--- src/rtl/single_imem_loader.sv ---
// single_imem_loader: takes a length-prefixed, XOR-checksummed byte stream and writes
// big-endian 32-bit words into instruction memory from word 0. While loading, the CPU
// is held in reset.
module single_imem_loader #(
    parameter int unsigned ADDR_W  = 10,
    parameter int unsigned TIMEOUT = 1000000
) (
    input  logic              clk,
    input  logic              rst,
    input  logic              start,
    input  logic              byte_valid,
    input  logic [7:0]        byte_data,
    output logic              byte_ready,
    output logic [ADDR_W-1:0] imem_addra,
    output logic [31:0]       imem_dina,
    output logic              imem_wea,
    output logic              cpu_hold,
    output logic              busy,
    output logic              done,
    output logic              err
);

    localparam int unsigned TW        = $clog2(TIMEOUT + 1);
    localparam logic [16:0] MAX_WORDS = 17'(2 ** ADDR_W);

    typedef enum logic [2:0] {
        S_IDLE,
        S_HDR_HI,
        S_HDR_LO,
        S_DATA,
        S_WRITE,
        S_CHK,
        S_DONE,
        S_ERR
    } state_t;

    state_t            state, state_nx;
    logic              xfer;
    logic              timed_out;
    logic              last_word;
    logic [7:0]        cnt_hi;
    logic [15:0]       hdr_cnt;
    logic [15:0]       word_cnt;
    logic [ADDR_W:0]   word_idx;
    logic [1:0]        byte_idx;
    logic [31:0]       word_reg;
    logic [7:0]        chk;
    logic [TW-1:0]     idle_cnt;

    assign byte_ready = (state == S_HDR_HI) || (state == S_HDR_LO) ||
                        (state == S_DATA)   || (state == S_CHK);
    assign xfer       = byte_valid & byte_ready;
    assign hdr_cnt    = {cnt_hi, byte_data};
    assign timed_out  = byte_ready && !xfer && (idle_cnt == TW'(TIMEOUT - 1));
    assign last_word  = (32'(word_idx) + 32'd1) == 32'(word_cnt);
    assign imem_addra = word_idx[ADDR_W-1:0];
    assign imem_dina  = word_reg;

    // State register
    always_ff @(posedge clk or negedge rst) begin
        if (!rst) state <= S_IDLE;
        else      state <= state_nx;
    end

    // Next-state decode and per-state strobes; a timeout overrides any byte-waiting state
    always_comb begin
        state_nx = state;
        imem_wea = 1'b0;
        busy     = byte_ready || (state == S_WRITE);
        case (state)
            S_IDLE:   if (start) state_nx = S_HDR_HI;
            S_HDR_HI: if (xfer) state_nx = S_HDR_LO;
            S_HDR_LO: begin
                if (xfer) begin
                    if ({1'b0, hdr_cnt} > MAX_WORDS) state_nx = S_ERR;
                    else if (hdr_cnt == 16'd0)       state_nx = S_CHK;
                    else                             state_nx = S_DATA;
                end
            end
            S_DATA:   if (xfer && (byte_idx == 2'd3)) state_nx = S_WRITE;
            S_WRITE: begin
                imem_wea = 1'b1;
                state_nx = last_word ? S_CHK : S_DATA;
            end
            S_CHK: begin
                if (xfer) state_nx = (byte_data == chk) ? S_DONE : S_ERR;
            end
            S_DONE:   state_nx = S_IDLE;
            S_ERR:    state_nx = S_IDLE;
            default:  state_nx = S_IDLE;
        endcase
        if (timed_out) state_nx = S_ERR;
    end

    // Datapath: header capture, word assembly, checksum, idle timer and sticky status
    always_ff @(posedge clk or negedge rst) begin
        if (!rst) begin
            cnt_hi   <= '0;
            word_cnt <= '0;
            word_idx <= '0;
            byte_idx <= '0;
            word_reg <= '0;
            chk      <= '0;
            idle_cnt <= '0;
            cpu_hold <= 1'b0;
            done     <= 1'b0;
            err      <= 1'b0;
        end else begin
            if (xfer)            idle_cnt <= '0;
            else if (byte_ready) idle_cnt <= idle_cnt + TW'(1);

            case (state)
                S_IDLE: begin
                    if (start) begin
                        done     <= 1'b0;
                        err      <= 1'b0;
                        cpu_hold <= 1'b1;
                        word_idx <= '0;
                        byte_idx <= '0;
                        chk      <= '0;
                        idle_cnt <= '0;
                    end
                end
                S_HDR_HI: if (xfer) cnt_hi <= byte_data;
                S_HDR_LO: begin
                    if (xfer) begin
                        word_cnt <= hdr_cnt;
                        byte_idx <= '0;
                    end
                end
                S_DATA: begin
                    if (xfer) begin
                        word_reg <= {word_reg[23:0], byte_data};
                        chk      <= chk ^ byte_data;
                        byte_idx <= byte_idx + 2'd1;
                    end
                end
                S_WRITE:  word_idx <= word_idx + (ADDR_W + 1)'(1);
                default:  ;
            endcase

            if (state_nx == S_DONE) begin
                done     <= 1'b1;
                cpu_hold <= 1'b0;
            end
            if ((state_nx == S_ERR) && (state != S_ERR)) err <= 1'b1;
        end
    end

endmodule

--- config.mk ---
export PLATFORM = sky130hd
export DESIGN_NAME = single_imem_loader
export DESIGN_NICKNAME = d
export VERILOG_FILES = /design/src/rtl/single_imem_loader.sv
export SDC_FILE = /design/constraint.sdc
export NUM_CORES = 1
export LEC_CHECK = 0
export BUFFER_PORTS_ARGS = -buffer_cell sky130_fd_sc_hd__buf_4
export CAP_MARGIN = 10
export CORE_MARGIN = 3
export CORE_UTILIZATION = 35
export CTS_BUF_LIST = sky130_fd_sc_hd__clkbuf_4
export DETAILED_ROUTE_END_ITERATION = 7
export SKIP_LAST_GASP = 1
export SYNTH_ARGS = -nofsm -noshare
export SYNTH_HDL_FRONTEND = slang
export SYNTH_SLANG_ARGS = --single-unit
--- constraint.sdc ---
create_clock -name clk -period 4.69 [get_ports clk]
set_input_delay 1.1725 -clock clk [delete_from_list [all_inputs] [get_ports clk]]
set_output_delay 1.1725 -clock clk [all_outputs]
set_load 0.03 [all_outputs]
==> summary.md, run 1 <==
| Metric | Value |
|---|---|
| Result of the run | finished, final reports clean |
| Top cells by area in the synthesized netlist | sky130_fd_sc_hd__dfrtp_1 (52%), sky130_fd_sc_hd__nand2_1 (9.9%), sky130_fd_sc_hd__mux2_2 (5.2%) |
| All-layer global routing usage | 15.0% |
| Count of standard-cell rows | 42 |
| Routed vias | 3,763 |
| FF-to-FF path depth | 6 |
| Net count of the finished layout | 580 |
| Standby leakage power | 2.62 nW |
| Vias in the first global route | 3,711 |
| Number of synthesized register bits | 103 |
| Final worst path period share | 77.1% |
| Crit Path Category | flip-flop to output pin |
| Final worst hold slack | 499 ps |
| Depth of the CTS H-tree | 3 |
| Post-detail-place hpwl | 8090 um |
| Cell breakdown of the critical path | nor2_1, nand2_1, inv_1, buf_4 |
| Slew at the pin closest to its max-slew limit | 850 ps |
| Final clock skew | 14.4 ps |
| Max-slew violation total from the final report | 0 |
| Setup Buffers After CTS | 0 |
| Fraction of power spent switching nets | 45.7% |
| Total Wirelength | 11,300 um |
| Post-route design area | 0.00566 sq mm |
| Largest net degree at the start of global routing | 44 |
| Number of cells produced by synthesis | 520 |
| Critical path's largest stage delay | 560 ps |
| Wire length of the first global-routing pass | 19,400 um |
| Power Density | 661 mW/mm^2 |
| Tot Pwr | 0.00374 W |
| Setup repair after global routing missed its margin | false |
| TritonCTS clock tree | done |
| Cell area after technology mapping | 0.00496 sq mm |
| Layer with the highest usage | met2 |
| Number of enable flip-flop cells after synthesis | 0 |
| Max Fclk | 277 MHz |
| Wire per inst | 15.2 um |
| Max stage delay cell, worst path | sky130_fd_sc_hd__dfrtp_1 |
| Top FF cell, synth | sky130_fd_sc_hd__dfrtp_1 |
| Worst reg-to-reg setup slack | 1740 ps |
| Core occupancy in the finished layout | 41.7% |
| Clk sink count | 103 |
| Placed inst area | 0.00551 sq mm |
| Maximum vdd drop | 327 uV |
| Min cycle time layout | 3620 ps |
| Leading cell type in the layout, fill and taps excluded | sky130_fd_sc_hd__nand2_1 |
| Largest fanout on the critical path | 14 |
| Part of the Yosys area used for sequential elements | 51.9% |
| Max-Slew Margin vs Limit | 43.1% |
| Port Buf Inserts | 59 |
| Yosys Warn Count | 0 |
| Hold violation count in the final report | 0 |
| Post-synth top area cell | sky130_fd_sc_hd__dfrtp_1 |
| Reg-to-reg endpoint | err |
| Hold path start | imem_dina[28] |
| Synth async-reset ratio | 100% |
| Capturing element type of the critical path | output pin |
| Drt via density | 5.04 |
| Combinational cell fraction of total power | 44.9% |
| DRT iter0 DRCs | 156 |
| Core region area | 0.0136 sq mm |
| Number of buffers created by CTS | 9 |
| Launching element type of the critical path | flip-flop |
| Switching power summed over all nets | 0.00171 W |
| Count of distinct cell types in the synthesized netlist | 54 |
| Total gr overflow | 0 |
| Number of search-and-repair iterations in the first detailed-routing pass | 4 |
| Starting density of the core | 36.6% |
| Clock network fraction of design power | 12.2% |
| Number of nets with antenna violations after detailed routing | 0 |
| CTS Root Cell | sky130_fd_sc_hd__clkbuf_4 |
| FF-to-FF Start | state[0] |
| Worst path required time | 3520 ps |
| # Max-Cap Violations | 0 |
| Layout cells sized above 1 | 20.5% |
| DRC Markers | 0 |
| Vertical extent of the die | 125 um |
| Die Outline Area | 0.0156 sq mm |
| Share of the synthesized area in the top cell type | 51.9% |
| Number of cells traversed by the worst hold path | 2 |
| Number of antenna violations at the first check in global routing | 1 |
| Total Neg Setup Slack | 0 ps |
| Worst path buffer plus inverter count | 2 |
| Net Count, Synth | 535 |
| Arrival time at the worst endpoint | 2440 ps |
| Resize count post-CTS | 0 |
| Die width | 125 um |
| Leading cell types in the layout, fill and taps excluded | sky130_fd_sc_hd__nand2_1 (131), sky130_fd_sc_hd__dfrtp_1 (103), sky130_fd_sc_hd__buf_4 (65) |
| Max Buffers Root-to-Sink | 2 |
| Met1 GRT Util | 20.8% |
| Global-route met3 utilization | 3.62% |
| Internal | 0.00203 W |
| Mean post-synth cell area | 9.55 sq um |
| Clk slew on worst S/H paths | 170 ps |
| Area delta synth->final | 14.0% |
| Hold-fix buffers, CTS | 0 |
| Top cell family by delay on the critical path | simple AND/OR/NAND/NOR gates |
| Worst skew pair latency | 480 ps |
| Terminating pin of the worst hold path | imem_dina[28] |
| Power share of the sequential group | 42.9% |
| Setup-violating endpoint count in the final report | 0 |
| Count of boundary I/O pins | 60 |
| Min-delay worst type | flip-flop to flip-flop |
| RePlAce Congestion | 0.785 |
| GR met2 Demand/Resource | 24.2% |
## worst register-to-register path, stage by stage (launching register included)
cell	delay (ps)
sky130_fd_sc_hd__dfrtp_1	630
sky130_fd_sc_hd__nor2_1	210
sky130_fd_sc_hd__nand2_1	340
sky130_fd_sc_hd__inv_1	300
sky130_fd_sc_hd__nor2_1	730
sky130_fd_sc_hd__nand4_1	310
sky130_fd_sc_hd__a32o_1	340
## metrics by stage
stage	setup slack (ps)	instances
6_report	1070	747
5_1_grt	839	747
4_1_cts	1050	746
3_5_place_dp	1620	730
3_3_place_gp	1620	730
2_1_floorplan	2020	520
## cell type report
type,instances,area (sq um)
tap,176,220
clock buffer,10,75.1
clock inverter,6,67.6
timing repair buffer,65,488
sequential,103,2580
inverter,8,30.0
fill,1372,7900
antenna,1,2.50
multi-input combinational,378,2200
## registers in the layout (all words and copies together), names as in the netlist
name and cells:
word_idx 11, cpu_hold 1, state 3, err 1, chk 8, word_cnt 16, byte_idx 2, done 1
imem_dina 32, idle_cnt 20, cnt_hi 8
## layer usage
layer	vias up	wire length, um
li1	1853	-
met1	1852	5430
met2	51	5360
met3	7	450
met4	0	108
met5	-	0
## worst max path at each step
stage	from	endpoint	slack (ps)	depth (start not counted)
2_1_floorplan	byte_data[2]	done	2020	7
3_3_place_gp	byte_data[2]	done	1620	8
3_5_place_dp	state[0]	imem_wea	1620	4
4_1_cts	state[0]	imem_wea	1050	4
5_1_grt	state[0]	imem_wea	840	4
6_report	state[0]	imem_wea	1070	4
## cell families after synthesis
family	after synthesis	synth area share [%]
xor gates and xnor gates	38	6.71
muxes	25	5.62
buffers and inverters	39	3.88
and+or+nand+nor	245	23.0
AOI/OAI and AO/OA	67	8.12
DFF	103	51.9
adders and majority gates	3	0.756
## synthesized netlist by cell type, types with 2 or more instances
cell type,count
sky130_fd_sc_hd__a21oi_1,7
sky130_fd_sc_hd__a31oi_1,3
sky130_fd_sc_hd__a32o_1,2
sky130_fd_sc_hd__and2_1,2
sky130_fd_sc_hd__and3_1,6
sky130_fd_sc_hd__and4_1,2
sky130_fd_sc_hd__buf_2,7
sky130_fd_sc_hd__buf_4,10
sky130_fd_sc_hd__clkbuf_1,14
sky130_fd_sc_hd__dfrtp_1,103
sky130_fd_sc_hd__ha_1,3
sky130_fd_sc_hd__inv_1,7
sky130_fd_sc_hd__mux2_2,23
sky130_fd_sc_hd__mux2i_1,2
sky130_fd_sc_hd__nand2_1,131
sky130_fd_sc_hd__nand2b_1,2
sky130_fd_sc_hd__nand3_1,15
sky130_fd_sc_hd__nand3b_1,4
sky130_fd_sc_hd__nand4_1,7
sky130_fd_sc_hd__nor2_1,39
sky130_fd_sc_hd__nor2b_1,2
sky130_fd_sc_hd__nor3_1,6
sky130_fd_sc_hd__nor3b_1,2
sky130_fd_sc_hd__nor4_1,7
sky130_fd_sc_hd__nor4b_2,2
sky130_fd_sc_hd__o2111ai_1,2
sky130_fd_sc_hd__o21ai_0,38
sky130_fd_sc_hd__o21ai_1,2
sky130_fd_sc_hd__o22ai_1,3
sky130_fd_sc_hd__o31ai_1,2
sky130_fd_sc_hd__or2_1,2
sky130_fd_sc_hd__or2_2,2
sky130_fd_sc_hd__or3_1,4
sky130_fd_sc_hd__xnor2_1,16
sky130_fd_sc_hd__xor2_1,22
## power by group through the flow
stage / logic [W] / clock network [W] / registers [W]
final: 0.00168 / 0.000456 / 0.00160
after global routing: 0.00185 / 0.000515 / 0.00166
after CTS: 0.00171 / 0.000478 / 0.00160
after detailed placement: 0.00170 / 0 / 0.00162
after global placement: 0.00167 / 0 / 0.00161
after floorplan: 0.00102 / 0 / 0.00173
No activity file was read; power rests on OpenSTA's default activity.
==> run 2: changes to the inputs <==
--- a/config.mk
+++ b/config.mk
@@ -5,6 +5,7 @@
 export SDC_FILE = /design/constraint.sdc
 export NUM_CORES = 1
 export LEC_CHECK = 0
+export ABC_AREA = 1
 export BUFFER_PORTS_ARGS = -buffer_cell sky130_fd_sc_hd__buf_4
 export CAP_MARGIN = 10
 export CORE_MARGIN = 3
==> constraint.sdc (replaced) <==
create_clock -name clk -period 3.2 [get_ports clk]
set_input_delay 0.8 -clock clk [delete_from_list [all_inputs] [get_ports clk]]
set_output_delay 0.8 -clock clk [all_outputs]
set_load 0.03 [all_outputs]
==> run 2 against run 1 <==
  * Critical path depth rose by 2
  * Synthesized area rose by 4.2%
  * Sequential power rose by 32%
  * Worst setup slack got worse by 630 ps
  * Sequential cell count did not move
  * Critical endpoint is now busy
  * Largest cell class unchanged
  * Largest power group unchanged
==> summary.md, run 2 <==
| Metric | Value |
|---|---|
| Vertical extent of the die | 128 um |
| Min cycle time layout | 2760 ps |
| Mean post-synth cell area | 8.39 sq um |
| Arrival time at the worst endpoint | 1960 ps |
| Clk sink count | 103 |
| Area delta synth->final | 14.7% |
| DRC Markers | 0 |
| Crit Path Category | flip-flop to output pin |
| Total Neg Setup Slack | 0 ps |
| Capturing element type of the critical path | output pin |
| Power Density | 882 mW/mm^2 |
| Max Buffers Root-to-Sink | 2 |
| Met1 GRT Util | 21.0% |
| Worst path required time | 2400 ps |
| Final clock skew | 18.0 ps |
| Net Count, Synth | 632 |
| DRT iter0 DRCs | 240 |
| Number of search-and-repair iterations in the first detailed-routing pass | 5 |
| Layer with the highest usage | met2 |
| Port Buf Inserts | 59 |
| Standby leakage power | 2.93 nW |
| Clk slew on worst S/H paths | 180 ps |
| Setup Buffers After CTS | 0 |
| Global-route met3 utilization | 3.60% |
| Hold-fix buffers, CTS | 0 |
| Result of the run | finished, final reports clean |
| Largest net degree at the start of global routing | 53 |
| Wire length of the first global-routing pass | 20,100 um |
| Number of enable flip-flop cells after synthesis | 0 |
| Launching instance or port of the critical path | state[1] |
| Max FFs per register | 32 |
| Critical path's largest stage delay | 440 ps |
| Total Wirelength | 11,900 um |
| RePlAce Congestion | 0.847 |
| Yosys Warn Count | 0 |
| GR met2 Demand/Resource | 24.6% |
| Share of the synthesized area in the top cell type | 49.8% |
| Worst skew pair latency | 480 ps |
| Max Fclk | 362 MHz |
| Die width | 128 um |
| Reg-to-reg endpoint | err |
| Leading cell types in the layout, fill and taps excluded | sky130_fd_sc_hd__nand2_1 (138), sky130_fd_sc_hd__dfrtp_1 (103), sky130_fd_sc_hd__inv_1 (76) |
| Wire per inst | 13.9 um |
| Routed vias | 4,258 |
| Number of nets with antenna violations after detailed routing | 0 |
| Top cell types by occurrence after synthesis | sky130_fd_sc_hd__nand2_1 (139), sky130_fd_sc_hd__dfrtp_1 (103), sky130_fd_sc_hd__inv_1 (76) |
| Final worst path period share | 86.3% |
| Drt via density | 4.97 |
| Post-detail-place hpwl | 8940 um |
| Leading cell type in the layout, fill and taps excluded | sky130_fd_sc_hd__nand2_1 |
| Resize count post-CTS | 0 |
| Core region area | 0.0141 sq mm |
| FF-to-FF Start | word_idx[0] |
| Starting density of the core | 36.6% |
| Min-delay worst type | input port to async pin |
| Top cells by area in the synthesized netlist | sky130_fd_sc_hd__dfrtp_1 (50%), sky130_fd_sc_hd__nand2_1 (10%), sky130_fd_sc_hd__inv_1 (5.5%) |
| Number of buffers created by CTS | 9 |
| Die Outline Area | 0.0163 sq mm |
| Max-slew violation total from the final report | 0 |
| Post-synth top area cell | sky130_fd_sc_hd__dfrtp_1 |
| Maximum vdd drop | 442 uV |
| # Max-Cap Violations | 0 |
| Cell breakdown of the critical path | nor2_1, inv_1, nor2_8, clkinv_1, nand2_1, buf_4 |
| Slew at the pin closest to its max-slew limit | 692 ps |
| FF-to-FF path depth | 14 |
| Setup-violating endpoint count in the final report | 0 |
| Number of cells produced by synthesis | 617 |
| Cell area after technology mapping | 0.00517 sq mm |
| Setup repair after global routing missed its margin | false |
| Worst reg-to-reg setup slack | 1010 ps |
| Count of standard-cell rows | 43 |
| Synth async-reset ratio | 100% |
| Most repeated cell in the gate-level netlist after synthesis | sky130_fd_sc_hd__nand2_1 |
| Net count of the finished layout | 686 |
| Part of the Yosys area used for sequential elements | 49.8% |
| Critical path endpoint | busy |
| Number of synthesized register bits | 103 |
| Vias in the first global route | 4,088 |
| Largest fanout on the critical path | 10 |
| Number of antenna violations at the first check in global routing | 1 |
| Top FF cell, synth | sky130_fd_sc_hd__dfrtp_1 |
| TritonCTS clock tree | done |
| Max stage delay cell, worst path | sky130_fd_sc_hd__dfrtp_1 |
| Tot Pwr | 0.00524 W |
| Launching element type of the critical path | flip-flop |
| CTS Root Cell | sky130_fd_sc_hd__clkbuf_4 |
| Count of boundary I/O pins | 60 |
| Total gr overflow | 0 |
| Count of distinct cell types in the synthesized netlist | 36 |
| Max-Slew Margin vs Limit | 53.9% |
| All-layer global routing usage | 15.3% |
| Layout cells sized above 1 | 19.5% |
| Depth of the CTS H-tree | 3 |
| Hold violation count in the final report | 0 |
==> run 2: changes by cell type after synthesis, sizes merged, moves of 5 or more <==
cell / previous run / this run
xnor2: 16 / 2
nand3: 16 / 57
buf: 17 / 12
inv: 8 / 79
o21ai: 41 / 53
a21oi: 7 / 15
xor2: 22 / 11
nand2: 131 / 149
and3: 6 / 1
nor2: 39 / 57
==> run 2: cell type report <==
class	count	area, sq um
Fill cell	1440	8210
Sequential cell	103	2580
Multi-Input combinational cell	411	2170
Timing Repair Buffer	65	513
Inverter	81	307
Tap cell	180	225
Clock inverter	7	75.1
Clock buffer	9	67.6
Antenna cell	1	2.50
==> run 2: worst min path at each step <==
stage / start / endpoint / slack, ps
floorplan: cnt_hi[0] / cnt_hi[0] / 450
global placement: imem_dina[31] / imem_dina[31] / 480
detailed placement: cnt_hi[0] / cnt_hi[0] / 490
CTS: rst / word_cnt[14] / 340
global route: rst / word_cnt[14] / 350
finish: rst / word_cnt[14] / 350
==> run 2: stage by stage <==
stage | std cells | area (sq um) | hold WS [ps] | setup WS (ps) | util (%)
floorplan | 617 | 5170 | 453 | 1150 | -
global placement | 840 | 5790 | 481 | 992 | 40.9
detailed placement | 840 | 5790 | 487 | 896 | 40.9
CTS | 856 | 5930 | 339 | 393 | 41.9
global route | 857 | 5940 | 354 | 301 | 41.9
finish | 857 | 5940 | 346 | 440 | 41.9
==> run 2: cell families after synthesis <==
logic type      synth area share, %
mux                            4.79
simple gates                   26.0
xor+xnor                       2.20
flops                          49.8
fa+ha+maj                     0.726
compound gates                 8.10
buf+inv                        8.32
==> run 2: where the power goes <==
| group | total, W | switching, W | leakage [nW] | internal (W) |
|---|---|---|---|---|
| registers | 0.00212 | 0.000390 | 1.35 | 0.00173 |
| logic | 0.00244 | 0.00154 | 1.50 | 0.000898 |
| clock network | 0.000680 | 0.000494 | 0.0788 | 0.000186 |
| total | 0.00524 | 0.00242 | 2.93 | 0.00282 |
==> run 2: per-layer routing <==
layer	vias up	routed length, um
met5	-	0
met4	0	141
met3	11	701
met2	105	5540
met1	2034	5540
li1	2108	-
==> run 2: critical path, delay by kind of cell (launching register included) <==
kind,cells,cell delay [ps]
buf+inv,3,600
simple gates,3,450
flops,1,440
==> run 3: changes to the inputs <==
==> constraint.sdc (replaced) <==
create_clock -name clk -period 3.2 [get_ports clk]
set_input_delay 0.8 -clock clk [delete_from_list [all_inputs] [get_ports clk]]
set_output_delay 0.8 -clock clk [all_outputs]
set_load 0.005 [all_outputs]
==> run 3 against run 2 <==
  * Sequential share of layout area rose by 0.055 points
  * Sequential power about the same
  * Worst setup slack improved by 25 ps
  * Non-clock buffer count grew 1
  * Critical path depth did not move
  * Clock power fell by 1%
  * Critical endpoint unchanged
  * Wire length up 1.8%
==> summary.md, run 3 (synthesis gave the netlist of run 2 again) <==
| Metric | Value |
|---|---|
| Cell breakdown of the critical path | nor2_1, inv_1, nor2_8, clkinv_1, nand2_1, buf_4 |
| Total Neg Setup Slack | 0 ps |
| Tot Pwr | 0.00476 W |
| Setup Buffers After CTS | 0 |
| Number of filler cells placed in the layout | 1,400 |
| Max-Slew Margin vs Limit | 49.7% |
| Max FFs per register | 32 |
| Vertical extent of the die | 128 um |
| TritonCTS clock tree | done |
| Count of standard-cell rows | 43 |
| Routed vias | 4,242 |
| Die Outline Area | 0.0163 sq mm |
| Hold-fix buffers, CTS | 0 |
| Core region area | 0.0141 sq mm |
| Standby leakage power | 2.93 nW |
| Clk slew on worst S/H paths | 180 ps |
| Drt via density | 4.94 |
| Placed cell count | 841 |
| Launching element type of the critical path | flip-flop |
| DRC Markers | 0 |
| Vias in the first global route | 4,178 |
| Number of search-and-repair iterations in the first detailed-routing pass | 5 |
| Placed inst area | 0.00579 sq mm |
| Final clock skew | 18.0 ps |
| Die width | 128 um |
| Largest fanout on the critical path | 10 |
| Min cycle time layout | 2740 ps |
| Power Density | 802 mW/mm^2 |
| Number of buffers created by CTS | 9 |
| Net count of the finished layout | 687 |
| Maximum vdd drop | 491 uV |
| Hold violation count in the final report | 0 |
| Finished Layout Cells | 858 |
| Post-detail-place hpwl | 9090 um |
| RePlAce Congestion | 0.872 |
| Total gr overflow | 0 |
| Capturing element type of the critical path | output pin |
| Area delta synth->final | 14.6% |
| Max Fclk | 366 MHz |
| Wire length of the first global-routing pass | 20,500 um |
| Total Wirelength | 12,100 um |
| Result of the run | finished, final reports clean |
| Wire per inst | 14.1 um |
| Largest net degree at the start of global routing | 58 |
| Min-delay worst type | input port to async pin |
| Max-slew violation total from the final report | 0 |
| Final worst path period share | 85.5% |
| Number of antenna violations at the first check in global routing | 1 |
| Clk sink count | 103 |
| FF-to-FF Start | word_idx[0] |
| Launching instance or port of the critical path | state[1] |
| Critical path's largest stage delay | 430 ps |
| Port Buf Inserts | 59 |
| Crit Path Category | flip-flop to output pin |
| # Max-Cap Violations | 0 |
| CTS Root Cell | sky130_fd_sc_hd__clkbuf_4 |
| Arrival time at the worst endpoint | 1940 ps |
| Worst skew pair latency | 470 ps |
| Number of nets with antenna violations after detailed routing | 0 |
| All-layer global routing usage | 15.6% |
| Setup-violating endpoint count in the final report | 0 |
| Starting density of the core | 36.6% |
| DRT iter0 DRCs | 210 |
| Setup repair after global routing missed its margin | false |
| Max stage delay cell, worst path | sky130_fd_sc_hd__dfrtp_1 |
| Resize count post-CTS | 0 |
| Count of boundary I/O pins | 60 |
| Post-route design area | 0.00593 sq mm |
| Leading cell type in the layout, fill and taps excluded | sky130_fd_sc_hd__nand2_1 |
| Slew at the pin closest to its max-slew limit | 754 ps |
| Worst path required time | 2400 ps |
| Leading cell types in the layout, fill and taps excluded | sky130_fd_sc_hd__nand2_1 (138), sky130_fd_sc_hd__dfrtp_1 (103), sky130_fd_sc_hd__inv_1 (76) |
| Layout cells sized above 1 | 19.6% |
| Max Buffers Root-to-Sink | 2 |
| Depth of the CTS H-tree | 3 |
==> run 3: area by class of cell <==
type | count | area (sq um) | area share (%)
clock buffer | 10 | 75.1 | 1.27
timing repair buffer | 66 | 508 | 8.57
multi-input combinational | 411 | 2170 | 36.6
tap | 180 | 225 | 3.80
sequential | 103 | 2580 | 43.5
clock inverter | 6 | 65.1 | 1.10
inverter | 81 | 307 | 5.17
antenna | 1 | 2.50 | 0.0422
==> run 3: through the flow <==
step	worst slack [ps]	hold slack [ps]	utilization, %
3_5_place_dp	937	477	40.9
5_1_grt	289	382	41.9
4_1_cts	418	360	41.9
6_report	465	356	41.9
2_1_floorplan	1280	453	-
3_3_place_gp	988	483	40.9
==> run 3: critical path, delay by kind of cell, from the launching register on <==
family | cells | cell delay, ps
buffers and inverters | 3 | 570
DFF | 1 | 430
and+or+nand+nor | 3 | 470
==> run 3: path summary, 6_finish.rpt <==
| check | endpoint | slack (ps) | cells after the start |
|---|---|---|---|
| hold reg to reg | cnt_hi[1] | 510 | 2 |
| setup / recovery | busy | 460 | 6 |
| min in group clk | cnt_hi[1] | 510 | 2 |
| hold / removal | word_idx[5] | 360 | 1 |
| max in group asynchronous | word_cnt[9] | 2120 | 2 |
| setup reg to reg | err | 960 | 14 |
==> run 3: per-layer routing <==
metal	GRT usage (%)	vias up	share of wire, %
li1	-	2103	-
met1	20.9	2023	47
met2	25.6	100	47
met3	3.64	16	4.2
met4	4.49	0	1.3
met5	0	-	0
==> run 3: where the power goes <==
group / internal (W) / total (W) / switching, W
clock network: 0.000192 / 0.000672 / 0.000480
registers: 0.00173 / 0.00213 / 0.000394
logic: 0.000871 / 0.00196 / 0.00109
total: 0.00280 / 0.00476 / 0.00196
